===== config.mk =====
export PLATFORM = sky130hd
export DESIGN_NAME = seq_minterm_detector_flat
export DESIGN_NICKNAME = d
export VERILOG_FILES = /design/src/rtl/seq_minterm_detector_pkg.sv /design/src/rtl/seq_minterm_detector_if.sv /design/src/rtl/seq_minterm_detector_tt_lut.sv /design/src/rtl/seq_minterm_detector.sv /design/src/flat_wrapper.sv
export SDC_FILE = /design/constraint.sdc
export NUM_CORES = 1
export LEC_CHECK = 0
export BUFFER_PORTS_ARGS = -buffer_cell sky130_fd_sc_hd__buf_2
export CAP_MARGIN = 30
export CORE_AREA = 2 2 80 82
export CTS_BUF_LIST = sky130_fd_sc_hd__clkbuf_8
export CTS_CLUSTER_SIZE = 14
export DETAILED_ROUTE_END_ITERATION = 16
export DIE_AREA = 0 0 82 84
export GPL_ROUTABILITY_DRIVEN = 0
export PLACE_DENSITY = 0.46
export SLEW_MARGIN = 30
export SYNTH_ARGS = -nofsm -noshare
export SYNTH_HDL_FRONTEND = slang
export SYNTH_SLANG_ARGS = --single-unit

===== constraint.sdc =====
create_clock -name clk -period 3 [get_ports clk]
set_clock_uncertainty 0.2 [all_clocks]
set_input_delay 0.75 -clock clk [delete_from_list [all_inputs] [get_ports clk]]
set_output_delay 0.75 -clock clk [all_outputs]
set_load 0.02 [all_outputs]

===== src/rtl/seq_minterm_detector_pkg.sv =====
// Shared definitions for the sequential minterm detector: input modes, FSM state
// encodings and the default truth table.
package seq_minterm_detector_pkg;

    localparam logic MODE_PAR = 1'b0;
    localparam logic MODE_SER = 1'b1;

    // Minterms 2,5,7,11,13,14 of a 4-input function.
    localparam logic [15:0] DEFAULT_TT_N4 = 16'h68A4;

    typedef enum logic [1:0] {
        ST_PAR      = 2'd0,
        ST_SER_FILL = 2'd1,
        ST_SER_RUN  = 2'd2
    } state_e;

endpackage


===== src/rtl/seq_minterm_detector_if.sv =====
// Beat, table-write and result signals of the minterm detector, bundled with
// master (stimulus side) and slave (detector side) views.
interface seq_minterm_detector_if #(
    parameter int unsigned N     = 4,
    parameter int unsigned CNT_W = 8
);
    logic             mode;
    logic             in_valid;
    logic [N-1:0]     in_vec;
    logic             in_bit;
    logic             tt_we;
    logic [N-1:0]     tt_addr;
    logic             tt_data;
    logic             clr_count;
    logic             f;
    logic             f_valid;
    logic             window_full;
    logic [CNT_W-1:0] hit_count;

    modport master (
        output mode, in_valid, in_vec, in_bit, tt_we, tt_addr, tt_data, clr_count,
        input  f, f_valid, window_full, hit_count
    );

    modport slave (
        input  mode, in_valid, in_vec, in_bit, tt_we, tt_addr, tt_data, clr_count,
        output f, f_valid, window_full, hit_count
    );
endinterface


===== src/rtl/seq_minterm_detector_tt_lut.sv =====
// Run-time writable truth table: one bit per minterm, one write port and one
// combinational read port; a read in the write cycle sees the old contents.
module seq_minterm_detector_tt_lut
    import seq_minterm_detector_pkg::*;
#(
    parameter int unsigned       N          = 4,
    parameter logic [(2**N)-1:0] DEFAULT_TT = DEFAULT_TT_N4
) (
    input  logic         clk,
    input  logic         rst,
    input  logic         we,
    input  logic [N-1:0] waddr,
    input  logic         wdata,
    input  logic [N-1:0] raddr,
    output logic         rdata
);

    logic [(2**N)-1:0] table_r;

    // Table storage: reset restores the default function, otherwise single-bit writes.
    always_ff @(posedge clk) begin
        if (rst) begin
            table_r <= DEFAULT_TT;
        end else if (we) begin
            table_r[waddr] <= wdata;
        end else begin
            table_r <= table_r;
        end
    end

    assign rdata = table_r[raddr];

endmodule


===== src/rtl/seq_minterm_detector.sv =====
// Programmable N-input minterm detector: parallel or sliding-window serial evaluation
// against a writable truth table, with registered result and saturating hit counter.
module seq_minterm_detector
    import seq_minterm_detector_pkg::*;
#(
    parameter int unsigned       N          = 4,
    parameter logic [(2**N)-1:0] DEFAULT_TT = DEFAULT_TT_N4,
    parameter int unsigned       CNT_W      = 8
) (
    input logic                   clk,
    input logic                   rst,
    seq_minterm_detector_if.slave bus
);

    localparam int unsigned       FILL_W    = $clog2(N + 1);
    localparam logic [FILL_W-1:0] FILL_FULL = FILL_W'(N);
    localparam logic [FILL_W-1:0] FILL_LAST = FILL_W'(N - 1);
    localparam logic [CNT_W-1:0]  CNT_MAX   = {CNT_W{1'b1}};
    localparam logic [CNT_W-1:0]  CNT_ONE   = {{(CNT_W-1){1'b0}}, 1'b1};

    state_e            state_r;
    logic [N-2:0]      sr_r;
    logic [FILL_W-1:0] fill_r;
    logic              f_r;
    logic              f_valid_r;
    logic              window_full_r;
    logic [CNT_W-1:0]  hit_count_r;

    state_e            state_nxt_s;
    logic [N-2:0]      sr_nxt_s;
    logic [FILL_W-1:0] fill_nxt_s;
    logic              f_nxt_s;
    logic              f_valid_nxt_s;
    logic [CNT_W-1:0]  hit_count_nxt_s;
    logic [N-1:0]      win_s;
    logic [N-1:0]      rd_addr_s;
    logic              tt_rd_s;
    logic              fill_ready_s;
    logic [FILL_W-1:0] fill_inc_s;

    seq_minterm_detector_tt_lut #(
        .N          (N),
        .DEFAULT_TT (DEFAULT_TT)
    ) u_tt_lut (
        .clk   (clk),
        .rst   (rst),
        .we    (bus.tt_we),
        .waddr (bus.tt_addr),
        .wdata (bus.tt_data),
        .raddr (rd_addr_s),
        .rdata (tt_rd_s)
    );

    // Window assembly and table address select; newest serial bit is the LSB.
    always_comb begin
        win_s        = {sr_r, bus.in_bit};
        fill_ready_s = (fill_r >= FILL_LAST);
        if (fill_ready_s) begin
            fill_inc_s = FILL_FULL;
        end else begin
            fill_inc_s = fill_r + {{(FILL_W-1){1'b0}}, 1'b1};
        end
        if (bus.mode == MODE_PAR) begin
            rd_addr_s = bus.in_vec;
        end else begin
            rd_addr_s = win_s;
        end
    end

    // Next-state and next-output computation. PAR always leaves the shift register and
    // fill cleared, so the first serial beat after a mode switch starts a fresh window.
    always_comb begin
        state_nxt_s   = state_r;
        sr_nxt_s      = sr_r;
        fill_nxt_s    = fill_r;
        f_nxt_s       = f_r;
        f_valid_nxt_s = 1'b0;
        if (bus.mode == MODE_PAR) begin
            state_nxt_s = ST_PAR;
            sr_nxt_s    = {(N-1){1'b0}};
            fill_nxt_s  = {FILL_W{1'b0}};
            if (bus.in_valid) begin
                f_nxt_s       = tt_rd_s;
                f_valid_nxt_s = 1'b1;
            end else begin
                f_valid_nxt_s = 1'b0;
            end
        end else begin
            if (bus.in_valid) begin
                sr_nxt_s   = win_s[N-2:0];
                fill_nxt_s = fill_inc_s;
                if (fill_ready_s) begin
                    f_nxt_s       = tt_rd_s;
                    f_valid_nxt_s = 1'b1;
                end else begin
                    f_valid_nxt_s = 1'b0;
                end
            end else begin
                f_valid_nxt_s = 1'b0;
            end
            if (fill_nxt_s == FILL_FULL) begin
                state_nxt_s = ST_SER_RUN;
            end else begin
                state_nxt_s = ST_SER_FILL;
            end
        end
    end

    // Hit counter: clear wins over a same-cycle hit; saturates instead of wrapping.
    always_comb begin
        hit_count_nxt_s = hit_count_r;
        if (bus.clr_count) begin
            hit_count_nxt_s = {CNT_W{1'b0}};
        end else if (f_valid_nxt_s && f_nxt_s && (hit_count_r != CNT_MAX)) begin
            hit_count_nxt_s = hit_count_r + CNT_ONE;
        end else begin
            hit_count_nxt_s = hit_count_r;
        end
    end

    // FSM, window state and all registered outputs.
    always_ff @(posedge clk) begin
        if (rst) begin
            state_r       <= ST_PAR;
            sr_r          <= {(N-1){1'b0}};
            fill_r        <= {FILL_W{1'b0}};
            f_r           <= 1'b0;
            f_valid_r     <= 1'b0;
            window_full_r <= 1'b0;
            hit_count_r   <= {CNT_W{1'b0}};
        end else begin
            state_r       <= state_nxt_s;
            sr_r          <= sr_nxt_s;
            fill_r        <= fill_nxt_s;
            f_r           <= f_nxt_s;
            f_valid_r     <= f_valid_nxt_s;
            window_full_r <= (state_nxt_s == ST_SER_RUN);
            hit_count_r   <= hit_count_nxt_s;
        end
    end

    assign bus.f           = f_r;
    assign bus.f_valid     = f_valid_r;
    assign bus.window_full = window_full_r;
    assign bus.hit_count   = hit_count_r;

endmodule


===== src/flat_wrapper.sv =====
// flat-port wrapper written by rule: the top's interface ports become plain ports
module seq_minterm_detector_flat import seq_minterm_detector_pkg::*;
#(
    parameter int unsigned       N          = 4,
    parameter logic [(2**N)-1:0] DEFAULT_TT = DEFAULT_TT_N4,
    parameter int unsigned       CNT_W      = 8
)
  (clk, rst, bus_mode, bus_in_valid, bus_in_vec, bus_in_bit, bus_tt_we, bus_tt_addr, bus_tt_data, bus_clr_count, bus_f, bus_f_valid, bus_window_full, bus_hit_count);
  seq_minterm_detector_if #(.N(N), .CNT_W(CNT_W)) bus_i ();
  input logic clk;
  input logic rst;
  input wire logic [$bits(bus_i.mode)-1:0] bus_mode;
  input wire logic [$bits(bus_i.in_valid)-1:0] bus_in_valid;
  input wire logic [$bits(bus_i.in_vec)-1:0] bus_in_vec;
  input wire logic [$bits(bus_i.in_bit)-1:0] bus_in_bit;
  input wire logic [$bits(bus_i.tt_we)-1:0] bus_tt_we;
  input wire logic [$bits(bus_i.tt_addr)-1:0] bus_tt_addr;
  input wire logic [$bits(bus_i.tt_data)-1:0] bus_tt_data;
  input wire logic [$bits(bus_i.clr_count)-1:0] bus_clr_count;
  output wire logic [$bits(bus_i.f)-1:0] bus_f;
  output wire logic [$bits(bus_i.f_valid)-1:0] bus_f_valid;
  output wire logic [$bits(bus_i.window_full)-1:0] bus_window_full;
  output wire logic [$bits(bus_i.hit_count)-1:0] bus_hit_count;
  assign bus_i.mode = bus_mode;
  assign bus_i.in_valid = bus_in_valid;
  assign bus_i.in_vec = bus_in_vec;
  assign bus_i.in_bit = bus_in_bit;
  assign bus_i.tt_we = bus_tt_we;
  assign bus_i.tt_addr = bus_tt_addr;
  assign bus_i.tt_data = bus_tt_data;
  assign bus_i.clr_count = bus_clr_count;
  assign bus_f = bus_i.f;
  assign bus_f_valid = bus_i.f_valid;
  assign bus_window_full = bus_i.window_full;
  assign bus_hit_count = bus_i.hit_count;
  seq_minterm_detector #(.N(N), .DEFAULT_TT(DEFAULT_TT), .CNT_W(CNT_W)) u_core (.clk(clk), .rst(rst), .bus(bus_i));
endmodule

# Word level (Yosys, flattened, before mapping)
# Cells that the tools add are included.
dict set report word_totals {
  register_bits 33
  in_bits 16
}
dict set report op_classes {
  add_sub_neg 2
  magnitude_cmp 4
  eq_ne 3
  muxes 19
  n_bitwise 1
  n_reduce_logical 5
}
# cell n
set op_table {}
lappend op_table {{bitwise mux 16 bit} 1}
lappend op_table {{< comparator 4 x 5 -> 1 bit, second input constant} 2}
lappend op_table {{two-way mux 1 bit} 10}
lappend op_table {{two-way mux 3 bit} 3}
lappend op_table {{adder 8 x 1 -> 8 bit, second input constant} 1}
lappend op_table {{inequality test 8 bit, second input constant} 1}
lappend op_table {{binary-select mux 1 bit (select 4 bit)} 1}
lappend op_table {{demux 1 bit (select 4 bit)} 1}
lappend op_table {{>= comparator 4 x 1 -> 1 bit, second input constant} 1}
lappend op_table {{two-way mux 2 bit} 2}
lappend op_table {{two-way mux 4 bit} 1}
lappend op_table {{OR reduction 2 bit} 2}
lappend op_table {{adder 3 x 1 -> 3 bit, second input constant} 1}
lappend op_table {{== test 3 bit, second input constant} 1}
lappend op_table {{>= comparator 3 x 2 -> 1 bit, second input constant} 1}
lappend op_table {{logical AND 1 bit} 3}
lappend op_table {{== test 2 bit, second input constant} 1}
lappend op_table {{NOT 1 bit} 1}

# Depth between registers and ports, before layout
dict set report depth {
  ltp_word 8
  ltp_mapped 8
}

# By module
# Synthesis repeated with hierarchy kept, for this count alone.
dict set report unflattened {
  cells_unflattened 184
  hier_area_um2 1679.1
}
# mod instances cells_per_inst area_per_inst_um2 seq_area_each_um2
set by_module_without_submodules {}
lappend by_module_without_submodules {seq_minterm_detector 1 93 842.1 340.3}
lappend by_module_without_submodules {seq_minterm_detector_tt_lut 1 91 837.1 320.3}

# Worst setup path before layout
# Ideal clock, no wire load.
dict set report synth_timing {
  kind {input port to flip-flop}
  from {input port bus_mode}
  to {register u_core.hit_count_r[6], in the netlist u_core.bus.hit_count[6]}
  arrival_time_ns 2.311
  required_ns 2.667
  slack_ns 0.356
  path_stages 7
  path_cell_list {buf_6 -> mux2_4 -> mux4_2 -> a22oi_2 -> o311ai_2 -> a31oi_1 -> a211oi_2}
}
dict set report synth_between {
  elab_chain_len 8
}
# element line
set synth_lines {}
lappend synth_lines {{start: declaration} flat_wrapper.sv:12} ;# input wire logic [$bits(bus_i.mode)-1:0] bus_mode;
lappend synth_lines {{two-way mux 4 bit} seq_minterm_detector.sv:63} ;# if (bus.mode == MODE_PAR) begin
lappend synth_lines {{binary-select mux 1 bit (select 4 bit)} seq_minterm_detector_tt_lut.sv:31} ;# assign rdata = table_r[raddr];
lappend synth_lines {{two-way mux 1 bit (implied by the code)} seq_minterm_detector_tt_lut.sv:31}
lappend synth_lines {{two-way mux 1 bit} seq_minterm_detector.sv:92} ;# if (fill_ready_s) begin
lappend synth_lines {{two-way mux 1 bit} seq_minterm_detector.sv:89} ;# if (bus.in_valid) begin
lappend synth_lines {{two-way mux 1 bit} seq_minterm_detector.sv:78} ;# if (bus.mode == MODE_PAR) begin
lappend synth_lines {{logical AND 1 bit * (2 in a row)} seq_minterm_detector.sv:114} ;# end else if (f_valid_nxt_s && f_nxt_s && (hit_count_r != CNT_MAX)) begin
lappend synth_lines {{end signal: assignment} seq_minterm_detector.sv:130} ;# hit_count_r <= {CNT_W{1'b0}};
lappend synth_lines {{end signal: assignment} seq_minterm_detector.sv:138} ;# hit_count_r <= hit_count_nxt_s;
lappend synth_lines {{end: declaration} seq_minterm_detector.sv:27} ;# logic [CNT_W-1:0] hit_count_r;
# Every way passes the cells marked *; elsewhere a longest branch is shown, timed or not. The select of a mux whose other input is x is not followed.
# A chain may end at the register's enable or synchronous reset.

# Worst setup path after layout
# Ends and elaborated chain as after synthesis.

==> reports/results.tsv <==
stage	metric	value	unit
run_status	run_status	complete, no violations	
clock_network	cts.hold.buffers_added	0	
placed_design	dpl.cell_count	296	
placed_design	dp_hpwl	2850	um
synth	ys_seq_elements	33	
worst_setup_path	critPathKind	in -> reg	
timing	min_period	2.60	ns
worst_setup_path	endpoint_kind	flop	
global_route	global_route_wire_length_before_repair	6730	um
final_layout	final_cell_mix	33 x dfxtp_1, 30 x nor2_1, 26 x buf_2, 15 x nand2_1, 12 x a21oi_1	
synth	synth_enable_flop_cells	0	
synth	postSynth.asyncResetShare	0	%
clock_network	tritoncts	built	
timing	maxSlewViolCount	0	
final_layout	share_of_layout_cells_above_drive_strength_1	20.7	%
clock_network	cts_setup_buffers	0	
final_layout	antenna_cells_inserted	0	
clock_network	cts_num_sinks	33	
worst_setup_path	critical_path_arrival	2.62	ns
floorplan	design.core.area	6100	um2
synth	syn_area	1740	um2
synth	yosys_warnings	0	
job	timing.max_cap.violations	0	
min_path	min-delay-path-class	reg -> reg	
synth	synth_nets	220	
worst_setup_path	r2r_end	u_core.bus.hit_count[2]	
clock_network	clock_path_buffers	2	
synth	synth.avg_cell_area	8.67	um2
worst_setup_path	worst-path-max-fanout	10	
timing	finalHoldViolations	0	
timing	timing.final.setup_violations	0	
floorplan	dieArea	6890	um2
placed_design	port-buffer-count	26	
worst_setup_path	crit_start_category	input port	
timing	slew_headroom	55.5	%
synth	synth-seq-area-share	37.9	%
clock_network	ctsResizeCount	0	
worst_setup_path	timing.reg2reg.setup_slack	0.79	ns
min_path	timing.hold.worst_path_depth	2	
synth	synth_cells	201	
clock_network	htree_levels	2	
timing	maxClockFrequency	384	MHz
floorplan	start_util	28.6	%
global_route	first_global_vias	1468	
detailed_routing	dr.pass1.iters	4	
worst_setup_path	timing.critical_path.slowest_cell_delay	0.60	ns
clock_network	clock_insertion_delay_worst_skew	0.29	ns
final_layout	syn_to_final_growth	16.9	%
final_layout	layout.nets	245	
detailed_routing	post_drt_via_cell_ratio	4.99	
floorplan	die_width	82	um
timing	unrepaired_setup_endpoints_after_global_routing	false	
floorplan	placement_rows	29	
detailed_routing	wl_per_cell	12.9	um
global_route	antenna_violations_before_repair	0	
clock_network	buffer_cell_driving_the_clock_tree_root	clkbuf_8	
min_path	min_delay_worst_endpoint	u_core.u_tt_lut.table_r[0]	
final_layout	fillers	650	
worst_setup_path	cpMaxStageDelayCell	o311ai_2	
timing	worst-slew-pin-transition	0.666	ns
min_path	min-delay-start	u_core.u_tt_lut.table_r[0]	
global_route	grt_usage	12.8	%
floorplan	die_h	84	um
worst_setup_path	crit-reg2reg-launch	u_core.fill_r[0]	
clock_network	clock_buffer_count_from_cts	5	
synth	synth_flop_cell	dfxtp_1	
power_and_ir_drop	worst_ir_drop_vdd	0.186	mV
timing	accumulated_negative_setup_slack	0	ns
worst_setup_path	cell_breakdown_of_the_critical_path	buf_2, mux2i_4, mux2i_1, and2_1, o311ai_2, a31oi_1, a211oi_2	
detailed_routing	routed_wirelength	3920	um
global_route	global_route.overflow_total	0	
detailed_routing	post-route-drc-count	0	
timing	finalCritPeriodShare	86.7	%
final_layout	mostFrequentLayoutCell	dfxtp_1	
synth	ys_types	45	
final_layout	final-instance-count-excl-fill	304	
detailed_routing	final_antenna_net_count	0	
worst_setup_path	critical_path_required	3.02	ns
floorplan	ioPinCount	27	
clock_network	clock_pin_slew_worst_setup_and_hold_paths	0.07	ns
global_route	grt_start_max_net_pins	22	
detailed_routing	vias	1516	
power_and_ir_drop	power.leakage	0.782	nW
worst_setup_path	reg2regPathDepth	9	
detailed_routing	first_iter_violations	56	
power_and_ir_drop	cellPowerDensity	457	nW/um2
==> stage by stage <==
stage / area (um2) / hold slack (ns) / util, % / power, mW / setup slack, ns
6_report: 2040 / 0.270 / 33.4 / 0.932 / 0.399
5_1_grt: 2040 / 0.287 / 33.4 / 0.973 / 0.233
4_1_cts: 2040 / 0.273 / 33.4 / 0.948 / 0.387
3_5_place_dp: 1940 / 0.264 / 31.8 / 0.570 / 0.0688
3_3_place_gp: 1940 / 0.265 / 31.8 / 0.569 / 0.105
2_1_floorplan: 1740 / 0.233 / - / 0.538 / 0.356
==> report_power, final <==
group | internal [mW] | switching [mW] | total [mW] | leakage [nW]
clock network | 0.207 | 0.167 | 0.374 | 0.0542
registers | 0.446 | 0.00494 | 0.451 | 0.267
logic | 0.0433 | 0.0637 | 0.107 | 0.460
total | 0.696 | 0.235 | 0.932 | 0.782
==> synth_stat cells (2+ instances only) <==
cell	n	area [um2]
nand2b_1	7	43.8
and2_1	2	12.5
mux2i_1	11	110
mux4_2	2	45.0
a31o_2	2	17.5
ha_1	3	37.5
nor3_1	5	25.0
a211o_1	5	43.8
nand4_1	2	12.5
clkbuf_1	6	22.5
o21ai_0	9	45.0
or3_1	2	12.5
a211oi_1	3	22.5
nor2_1	30	113
nand3_1	9	45.0
nand3b_1	4	30.0
inv_1	5	18.8
and3_1	3	18.8
buf_1	2	7.51
a21oi_1	12	60.1
nand2_1	15	56.3
nor2b_1	7	43.8
dfxtp_1	33	661
==> worst max-delay path, delay by kind of cell <==
| kind | cells | cell delay [ns] |
|---|---|---|
| AO/OA/AOI/OAI | 3 | 1.01 |
| buffers and inverters | 1 | 0.21 |
| multiplexers | 2 | 0.46 |
| AND/OR/NAND/NOR | 1 | 0.18 |
==> logic make-up after synthesis <==
family	count (synthesis)	synth area share (%)
flip-flops	33	37.9
AND/OR/NAND/NOR	90	25.5
multiplexers	16	12.6
adder cells (fa/ha/maj)	3	2.15
buffers and inverters	14	3.45
AO/OA/AOI/OAI	45	18.5
==> sequential cells by signal, summed over array words and instances (netlist names) <==
register and count:
u_core.fill_r 3, u_core.u_tt_lut.table_r 16, u_core.bus.f_valid 1, u_core.bus.f 1, u_core.bus.window_full 1, u_core.sr_r 3
u_core.bus.hit_count 8
==> worst max path at each step <==
stage / startpoint / end / slack [ns] / cells after the start
floorplan: bus_mode / u_core.bus.hit_count[6] / 0.36 / 7
global placement: bus_mode / u_core.bus.hit_count[3] / 0.11 / 7
detailed placement: bus_mode / u_core.bus.hit_count[3] / 0.07 / 7
CTS: bus_mode / u_core.bus.hit_count[6] / 0.39 / 7
global route: bus_mode / u_core.bus.hit_count[6] / 0.23 / 7
finish: bus_mode / u_core.bus.hit_count[6] / 0.40 / 7
==> layout make-up <==
class | instances | area (um2) | share of cell area (%)
multi-input combinational | 154 | 1020 | 50.2
sequential | 33 | 661 | 32.4
timing repair buffer | 27 | 138 | 6.76
clock buffer | 7 | 96.3 | 4.73
tap | 77 | 96.3 | 4.73
inverter | 5 | 18.8 | 0.921
clock inverter | 1 | 5.00 | 0.246
==> metal layers <==
metal  part of all wire, %  up-vias  routed length (um)  GRT usage (%)
li1                      -      775                   -              -
met1                    48      699                1860           15.5
met2                    46       34                1790           20.2
met3                   4.9        8                 192           3.68
met4                   2.0        0                  77           6.36
met5                     0        -                   0              0
Power figures use the tool's default switching activity.
